$ cat src/rtl/gray_onehot_pkg.sv
// rtl/gray_onehot_pkg.sv - shared widths, result type and decode helpers for the Gray/one-hot decoder
package gray_onehot_pkg;

  localparam int CODE_W = 7;
  localparam int BIN_W  = 3;

  typedef struct packed {
    logic [BIN_W-1:0] bin;
    logic             code_err;
  } dec_result_t;

  function automatic logic [BIN_W-1:0] gray2bin(input logic [BIN_W-1:0] g);
    gray2bin = {g[2], g[2] ^ g[1], g[2] ^ g[1] ^ g[0]};
  endfunction

  // Only meaningful for a word with at most one bit set; bit k maps to k+1.
  function automatic logic [BIN_W-1:0] onehot2bin(input logic [CODE_W-1:0] c);
    logic [BIN_W-1:0] r;
    r = '0;
    for (int k = 0; k < CODE_W; k++) begin
      if (c[k]) r = BIN_W'(k + 1);
    end
    onehot2bin = r;
  endfunction

  function automatic logic [1:0] popcount3(input logic [BIN_W-1:0] x);
    popcount3 = {1'b0, x[0]} + {1'b0, x[1]} + {1'b0, x[2]};
  endfunction

endpackage

$ cat src/rtl/gray_onehot_decode_comb.sv
// rtl/gray_onehot_decode_comb.sv - combinational code word to binary decode with malformed-word flag
module gray_onehot_decode_comb
  import gray_onehot_pkg::*;
#(
  parameter bit USE_GRAY = 1'b1
) (
  input  logic [CODE_W-1:0] code_in,
  output logic [BIN_W-1:0]  bin,
  output logic              code_err
);

  generate
    if (USE_GRAY) begin : g_gray
      always_comb begin
        bin      = '0;
        code_err = 1'b0;
        if (code_in[CODE_W-1:BIN_W] != '0) begin
          code_err = 1'b1;
        end else begin
          bin = gray2bin(code_in[BIN_W-1:0]);
        end
      end
    end else begin : g_onehot
      // x & (x-1) clears the lowest set bit; anything left means two or more bits set.
      always_comb begin
        bin      = '0;
        code_err = 1'b0;
        if ((code_in & (code_in - CODE_W'(1))) != '0) begin
          code_err = 1'b1;
        end else begin
          bin = onehot2bin(code_in);
        end
      end
    end
  endgenerate

endmodule

$ cat src/rtl/gray_onehot_decoder_pipe.sv
// rtl/gray_onehot_decoder_pipe.sv - registered Gray/one-hot decoder with handshake, step check and error counter
module gray_onehot_decoder_pipe
  import gray_onehot_pkg::*;
#(
  parameter bit USE_GRAY   = 1'b1,
  parameter bit CHECK_STEP = 1'b1,
  parameter int CNT_W      = 8
) (
  input  logic              clk,
  input  logic              rst,
  input  logic              in_valid,
  output logic              in_ready,
  input  logic [CODE_W-1:0] code_in,
  output logic              out_valid,
  input  logic              out_ready,
  output logic [BIN_W-1:0]  bin_out,
  output logic              code_err,
  output logic              step_err,
  output logic [CNT_W-1:0]  err_count
);

  logic              r_out_valid;
  logic [BIN_W-1:0]  r_bin;
  logic              r_code_err;
  logic              r_step_err;
  logic [CNT_W-1:0]  r_err_count;
  logic [BIN_W-1:0]  r_prev_code;
  logic              r_has_prev;

  logic              w_accept;
  logic [BIN_W-1:0]  w_bin;
  logic              w_code_err;
  logic              w_step_err;
  logic              w_any_err;
  logic              w_track_prev;

  gray_onehot_decode_comb #(
    .USE_GRAY (USE_GRAY)
  ) u_decode (
    .code_in  (code_in),
    .bin      (w_bin),
    .code_err (w_code_err)
  );

  assign in_ready = !r_out_valid || out_ready;
  assign w_accept = in_valid && in_ready;

  // Only well-formed Gray words take part in step tracking.
  assign w_track_prev = USE_GRAY && !w_code_err;
  assign w_step_err   = USE_GRAY && CHECK_STEP && !w_code_err && r_has_prev &&
                        (popcount3(code_in[BIN_W-1:0] ^ r_prev_code) > 2'd1);
  assign w_any_err    = w_code_err || w_step_err;

  always_ff @(posedge clk) begin
    if (rst) begin
      r_out_valid <= 1'b0;
      r_bin       <= '0;
      r_code_err  <= 1'b0;
      r_step_err  <= 1'b0;
      r_err_count <= '0;
      r_prev_code <= '0;
      r_has_prev  <= 1'b0;
    end else if (w_accept) begin
      r_out_valid <= 1'b1;
      r_bin       <= w_bin;
      r_code_err  <= w_code_err;
      r_step_err  <= w_step_err;
      if (w_any_err && (r_err_count != '1)) begin
        r_err_count <= r_err_count + CNT_W'(1);
      end
      // Resynchronise on every good word, even one that raised a step error.
      if (w_track_prev) begin
        r_prev_code <= code_in[BIN_W-1:0];
        r_has_prev  <= 1'b1;
      end
    end else if (out_ready) begin
      r_out_valid <= 1'b0;
    end
  end

  assign out_valid = r_out_valid;
  assign bin_out   = r_bin;
  assign code_err  = r_code_err;
  assign step_err  = r_step_err;
  assign err_count = r_err_count;

endmodule
$ cat config.mk
export PLATFORM = sky130hd
export DESIGN_NAME = gray_onehot_decoder_pipe
export DESIGN_NICKNAME = d
export VERILOG_FILES = /design/src/rtl/gray_onehot_pkg.sv /design/src/rtl/gray_onehot_decode_comb.sv /design/src/rtl/gray_onehot_decoder_pipe.sv
export SDC_FILE = /design/constraint.sdc
export NUM_CORES = 1
export LEC_CHECK = 0
export ABC_AREA = 1
export CORE_AREA = 5 5 52 54
export CTS_CLUSTER_DIAMETER = 50
export DETAILED_ROUTE_END_ITERATION = 8
export DIE_AREA = 0 0 57 59
export PLACE_DENSITY = 0.73
export SLEW_MARGIN = 20
export SYNTH_ARGS = -nofsm -noshare
export SYNTH_HDL_FRONTEND = slang
export SYNTH_SLANG_ARGS = --single-unit
$ cat constraint.sdc
create_clock -name clk -period 1.9 [get_ports clk]
set_input_delay 0.285 -clock clk [delete_from_list [all_inputs] [get_ports clk]]
set_output_delay 0.285 -clock clk [all_outputs]
set_load 0.05 [all_outputs]
==> out/qor.txt <==
Peak VDD IR = 0.0003427 V
Core area = 0.002170 mm^2
Initial antenna violation count = 0
CTS H-tree lvls = 1
Worst Setup Start Kind = register
Tcrit/Tclk final = 97.27%
Most common cell after layout, fill and taps aside = nand2_1
DRT iter0 DRCs = 9
Num CTS Buffers = 3
Worst Setup Slack, final = 51.80 ps
Post-Route WL = 2.029 mm
Post-DR vias/cell = 4.875
Post-synthesis compound-gate area fraction = 11.36%
Final #Nets = 170
Slew @ Worst Pin = 503.1 ps
Synth Area in XOR/XNOR = 6.551%
WP data required = 1620 ps
Main combinational cell family by area after synthesis = simple AND/OR/NAND/NOR gates
Avg WL per Cell = 11.03 um
First-pass GRT wire length = 3.408 mm
Max Clock Freq = 541.1 MHz
Gr usage total = 12.57%
Clock Latency Late Sink = 290 ps
CTS root buf = clkbuf_4
Mux cell area share after synthesis = 0%
Register bit total from synthesis = 18
DR pass1 iterations = 4
Crit path DAT = 1560 ps
Setup tns final = 0 ps
Yosys cell types = 23
Fill count = 221
Row count = 17
DRC = 0
Final min period = 1848 ps
Critical path endpoint category = output pin
Postcts setup bufs = 0
Unrepaired setup endpoints after global routing = false
Register Area = 360.3 um^2
Vias in the first global route = 851
Worst slew margin = 66.35%
Syn_nets = 138
Most frequent cells in the layout = 29 x nand2_1, 20 x clkdlybuf4s50_1, 18 x dfxtp_1
Vias = 897
Cells after Synth = 125
Largest net degree at the start of global routing = 12
Simple-gate area share of the yosys netlist = 33.16%
Adder-cell share of the synthesized area = 2.674%
Leak = 0.0005394 uW
Area of the multi-input gates = 503.0 um^2
Critical-path top delay cell = clkdlybuf4s50_1
CP top delay family = buffers and inverters
Setup WS pre-CTS = -68.45 ps
Clock Tree Buf Depth = 2
MaxCap Viol Count = 0
Final Hold Fails = 0
Grt total ovfl = 0
# diodes = 0
Initial Util = 43.14%
I/O pin cnt = 26
I/O Buffers = 25
Full die area = 0.003363 mm^2
Final Hold Slack = 471.1 ps
Syn. warnings = 0
Crit-path cells = clkdlybuf4s50_1
Hold buffers post-CTS = 0
GPL Wtd Cong = 0.7468
Die width = 57 um
Clock sink total = 18
HP Class = reg -> reg
WS Path Type = reg -> out
Area Overhead vs Synth = 36.63%
Worst Skew = 0.9951 ps
Reg clk slew, reported paths = 100 ps
PD cells = 622.0 mW/mm^2
Number of buffer and inverter stages on the critical path = 1
Final setup fails = 0
CP peak stage delay = 840 ps
Crit path max fanout = 5
Post-synthesis sequential area ratio = 38.50%
Post-DP HPWL = 1.599 mm
Post-CTS Resized = 0
Die Y = 59 um
Share of layout cells above drive strength 1 = 16.03%
DRT antenna net count = 0
Outcome = complete, no violations
Max Slew Vio Count = 0
Mapped cell area = 935.9 um^2
Mean Syn Cell Area = 7.487 um^2
CTS tree = done
tightest hold or removal path, stage by stage (launching register included):
cell	delay, ps
dfxtp_1	320
nand2_1	60
a21oi_1	60
state kept, by name, summed over array words and instances, names as in the netlist:
signal / flops
out_valid: 1
r_has_prev: 1
code_err: 1
r_prev_code: 3
err_count: 8
bin_out: 3
step_err: 1
where the power goes:
group | internal, uW | switching, uW | leakage [uW] | total [uW]
clock network | 117 | 122 | 0.0000210 | 239
logic | 65.5 | 93.9 | 0.000372 | 159
registers | 389 | 8.24 | 0.000146 | 397
total | 571 | 224 | 0.000539 | 795
metrics by stage:
step                      utilization (%)  instance area (um^2)  instances  total power [uW]
after global placement              57.27                  1242        180             564.1
after floorplan                         -                 935.9        125             500.6
after global routing                58.94                  1279        184             830.3
after detailed placement            57.27                  1242        180             566.5
after CTS                           58.94                  1279        184             803.8
final                               58.94                  1279        184             795.3
final timing paths:
check,start,to,slack [ps],depth (start not counted)
setup / recovery,err_count[2],err_count[2],50,1
hold / removal,bin_out[0],bin_out[0],470,2
setup reg to reg,r_prev_code[2],err_count[3],380,9
hold reg to reg,bin_out[0],bin_out[0],470,2
logic make-up after synthesis:
| group | Yosys count |
|---|---|
| xor+xnor | 7 |
| buf+inv | 19 |
| simple gates | 61 |
| flops | 18 |
| compound gates | 18 |
| fa+ha+maj | 2 |
metal layers:
| layer | vias to the layer above | routed length (um) | part of all wire (%) | track usage (%) |
|---|---|---|---|---|
| li1 | 468 | - | - | - |
| met4 | 0 | 51 | 2.5 | 5.960 |
| met5 | - | 0 | 0 | 0 |
| met3 | 7 | 101 | 5.0 | 2.397 |
| met1 | 399 | 880 | 43 | 14.23 |
| met2 | 23 | 996 | 49 | 22.68 |
cells in the mapped netlist:
library cell / n / share of area [%]
a21oi_1: 9 / 4.8
a21oi_2: 4 / 3.7
a31oi_1: 1 / 0.67
buf_1: 1 / 0.40
buf_2: 1 / 0.53
dfxtp_1: 18 / 39
ha_1: 2 / 2.7
inv_1: 16 / 6.4
inv_2: 1 / 0.40
nand2_1: 29 / 12
nand2_2: 1 / 0.67
nand2_4: 1 / 1.2
nand3_1: 5 / 2.7
nand3_2: 1 / 1.1
nand3_4: 1 / 1.9
nand4_1: 7 / 4.7
nand4_4: 1 / 2.3
nor2_1: 13 / 5.2
nor2_2: 1 / 0.67
nor2_4: 1 / 1.2
o21ai_0: 4 / 2.1
xnor2_1: 1 / 0.94
xor2_1: 6 / 5.6
final cells by class:
class,count,share of cell area [%]
multi-input combinational,88,39.33
sequential,18,28.18
timing repair buffer,29,21.92
inverter,17,4.990
clock buffer,4,2.838
tap,28,2.740
Note: power is estimated with default switching activity, not from simulation.
==> patch: new RTL, config.mk and constraints unchanged <==
Change the parameter `CNT_W` from 8 to 9.
--- a/src/rtl/gray_onehot_decoder_pipe.sv
+++ b/src/rtl/gray_onehot_decoder_pipe.sv
@@ -4,7 +4,7 @@
 #(
   parameter bit USE_GRAY   = 1'b1,
   parameter bit CHECK_STEP = 1'b1,
-  parameter int CNT_W      = 8
+  parameter int CNT_W      = 9
 ) (
   input  logic              clk,
   input  logic              rst,
Interface: changed (resized err_count); port bits go from 26 to 27. The function was not compared with the original's and may differ.
==> patch against the original RTL <==
- combinational power down 13%
- cell area up 5.1%
- largest cell class unchanged
- power down 5.7%
- worst hold slack better by 0.0024 ns
- worst setup slack better by 0.011 ns
- sequential cell count up 1
- critical path type unchanged
- area after synthesis up 4.9%
- sequential share of layout area up 0.40 points
- routed wire length up 5.3%
- die area unchanged
==> patch: results (changes against the original RTL) <==
{| class="wikitable"
! Metric !! Value
|-
| Result of the run || completed
|-
| Setup slack on the worst flop-to-flop path || 0.13 ns (-0.25 ns)
|-
| Cell types with the highest counts after synthesis || sky130_fd_sc_hd__nand2_1, sky130_fd_sc_hd__dfxtp_1, sky130_fd_sc_hd__a21oi_1, sky130_fd_sc_hd__nand3_1, sky130_fd_sc_hd__inv_1
|-
| Worst slew pin tran || 0.670 ns (+0.167 ns)
|-
| Fin Clk Skew || 0.00695 ns (+0.00596 ns)
|-
| Met2 usage || 25.3% (+2.6 points)
|-
| Share of synthesized area occupied by flip-flops and latches || 38.7% (+0.22 points)
|-
| First-pass GRT wire length || 3530 microns (+3.6%)
|-
| Largest cells by area after synthesis || sky130_fd_sc_hd__dfxtp_1, sky130_fd_sc_hd__nand2_1, sky130_fd_sc_hd__a21oi_1, sky130_fd_sc_hd__nand3_1, sky130_fd_sc_hd__inv_1
|-
| All-Layer GR Usage || 13.3% (+0.68 points)
|-
| Number of filler cells placed in the layout || 199 (-10%)
|-
| Worst slack at placement || -0.0396 ns (+0.0289 ns)
|-
| Cell at the root of the clock tree || sky130_fd_sc_hd__clkbuf_4
|-
| Wire length per cell after detailed routing || 11.5 microns (+4.1%)
|-
| Share of post-route cells with drive strength above 1 || 16.5% (+0.43 points)
|-
| N_diodes || 0 (unchanged)
|-
| I/O Buffers || 26 (+4.0%)
|-
| Synth cell types || 25 (+8.7%)
|-
| Number of flip-flops in the largest register || 9 (+1)
|-
| H-tree depth reported by CTS || 1 (unchanged)
|-
| Gp weighted congestion || 0.775 (+3.8%)
|-
| Vias in the first global route || 875 (+2.8%)
|-
| Number of stages on the worst hold path || 2 (unchanged)
|-
| Largest voltage drop on the vdd net || 0.596 mV (+74%)
|-
| Insertion delay to the later sink of the worst-skew pair || 0.29 ns (about the same)
|-
| Leakage power || 0.534 nW (-1.1%)
|-
| Critical R2R Launch || err_count[1]
|-
| Met1 usage in global routing || 13.0% (-1.2 points)
|-
| Detailed placer's ending HPWL || 1630 microns (+2.0%)
|-
| Hold wc startpoint || bin_out[2]
|-
| Worst-path maximum fanout || 6 (+1)
|-
| CTS resizes || 0 (unchanged)
|-
| Count of nets after finishing || 173 (+1.8%)
|-
| Met3 Track Usage GR || 4.14% (+1.7 points)
|-
| DRT iter0 DRCs || 18 (+9)
|-
| Pin count of the biggest net entering global routing || 20 (+8)
|-
| Hold Path Sink || bin_out[2]
|-
| Number of iterations in the first detailed-routing pass || 4 (unchanged)
|-
| Register-to-Register Path Depth || 8 (-1)
|-
| DP Area || 0.00129 sq mm (+3.9%)
|-
| Total number of vias || 917 (+2.2%)
|-
| Maximum single-stage delay on the critical path || 0.84 ns (about the same)
|-
| Syn_nets || 141 (+2.2%)
|}
patch: cell count changes after synthesis, sizes merged, moves of 2 or more:
cell and delta:
nor2 -5, nand2 +2, o21ai -2, nand3 +8
xor2 -2, inv -5, a211oi +2, nand4 -5
clkbuf +2, a21oi +3
patch: through the flow:
step / hold WS [ns] / cells / util, %
4_1_cts: 0.476 / 184 / 60.7
3_5_place_dp: 0.458 / 180 / 59.5
6_report: 0.473 / 186 / 61.9
3_3_place_gp: 0.454 / 180 / 59.5
2_1_floorplan: 0.443 / 127 / -
5_1_grt: 0.501 / 186 / 61.9
patch: how the worst max path moves through the flow:
stage	startpoint	to	slack, ns
floorplan	err_count[4]	err_count[4]	0.02
global placement	code_in[0]	err_count[1]	-0.03
detailed placement	code_in[0]	err_count[1]	-0.04
CTS	err_count[2]	err_count[2]	0.04
global route	err_count[2]	err_count[2]	0.0007
finish	err_count[2]	err_count[2]	0.06
patch: logic make-up after synthesis:
kind of cell / Yosys count / share of synthesized area [%]
compound gates: 21 / 11.5
xor+xnor: 6 / 5.35
fa+ha+maj: 3 / 3.82
buf+inv: 16 / 6.24
flops: 19 / 38.7
simple gates: 62 / 34.4
patch: final cells by class:
class                           count  area share [%]
Clock buffer                        4            1.96
Timing Repair Buffer               30            22.2
Sequential cell                    19            28.6
Multi-Input combinational cell     92            40.8
Inverter                           13            3.91
Tap cell                           28            2.61
patch: report_power, final:
part	internal, mW	switching (mW)
sequential	0.408	0.00784
combinational	0.0563	0.0827
clock	0.0815	0.114
patch: routing by layer:
| layer | wire (microns) | vias up | part of all wire (%) |
|---|---|---|---|
| li1 | - | 480 | - |
| met1 | 884 | 415 | 41 |
| met2 | 1080 | 20 | 51 |
| met3 | 162 | 2 | 7.6 |
| met4 | 10 | 0 | 0.47 |
| met5 | 0 | - | 0 |
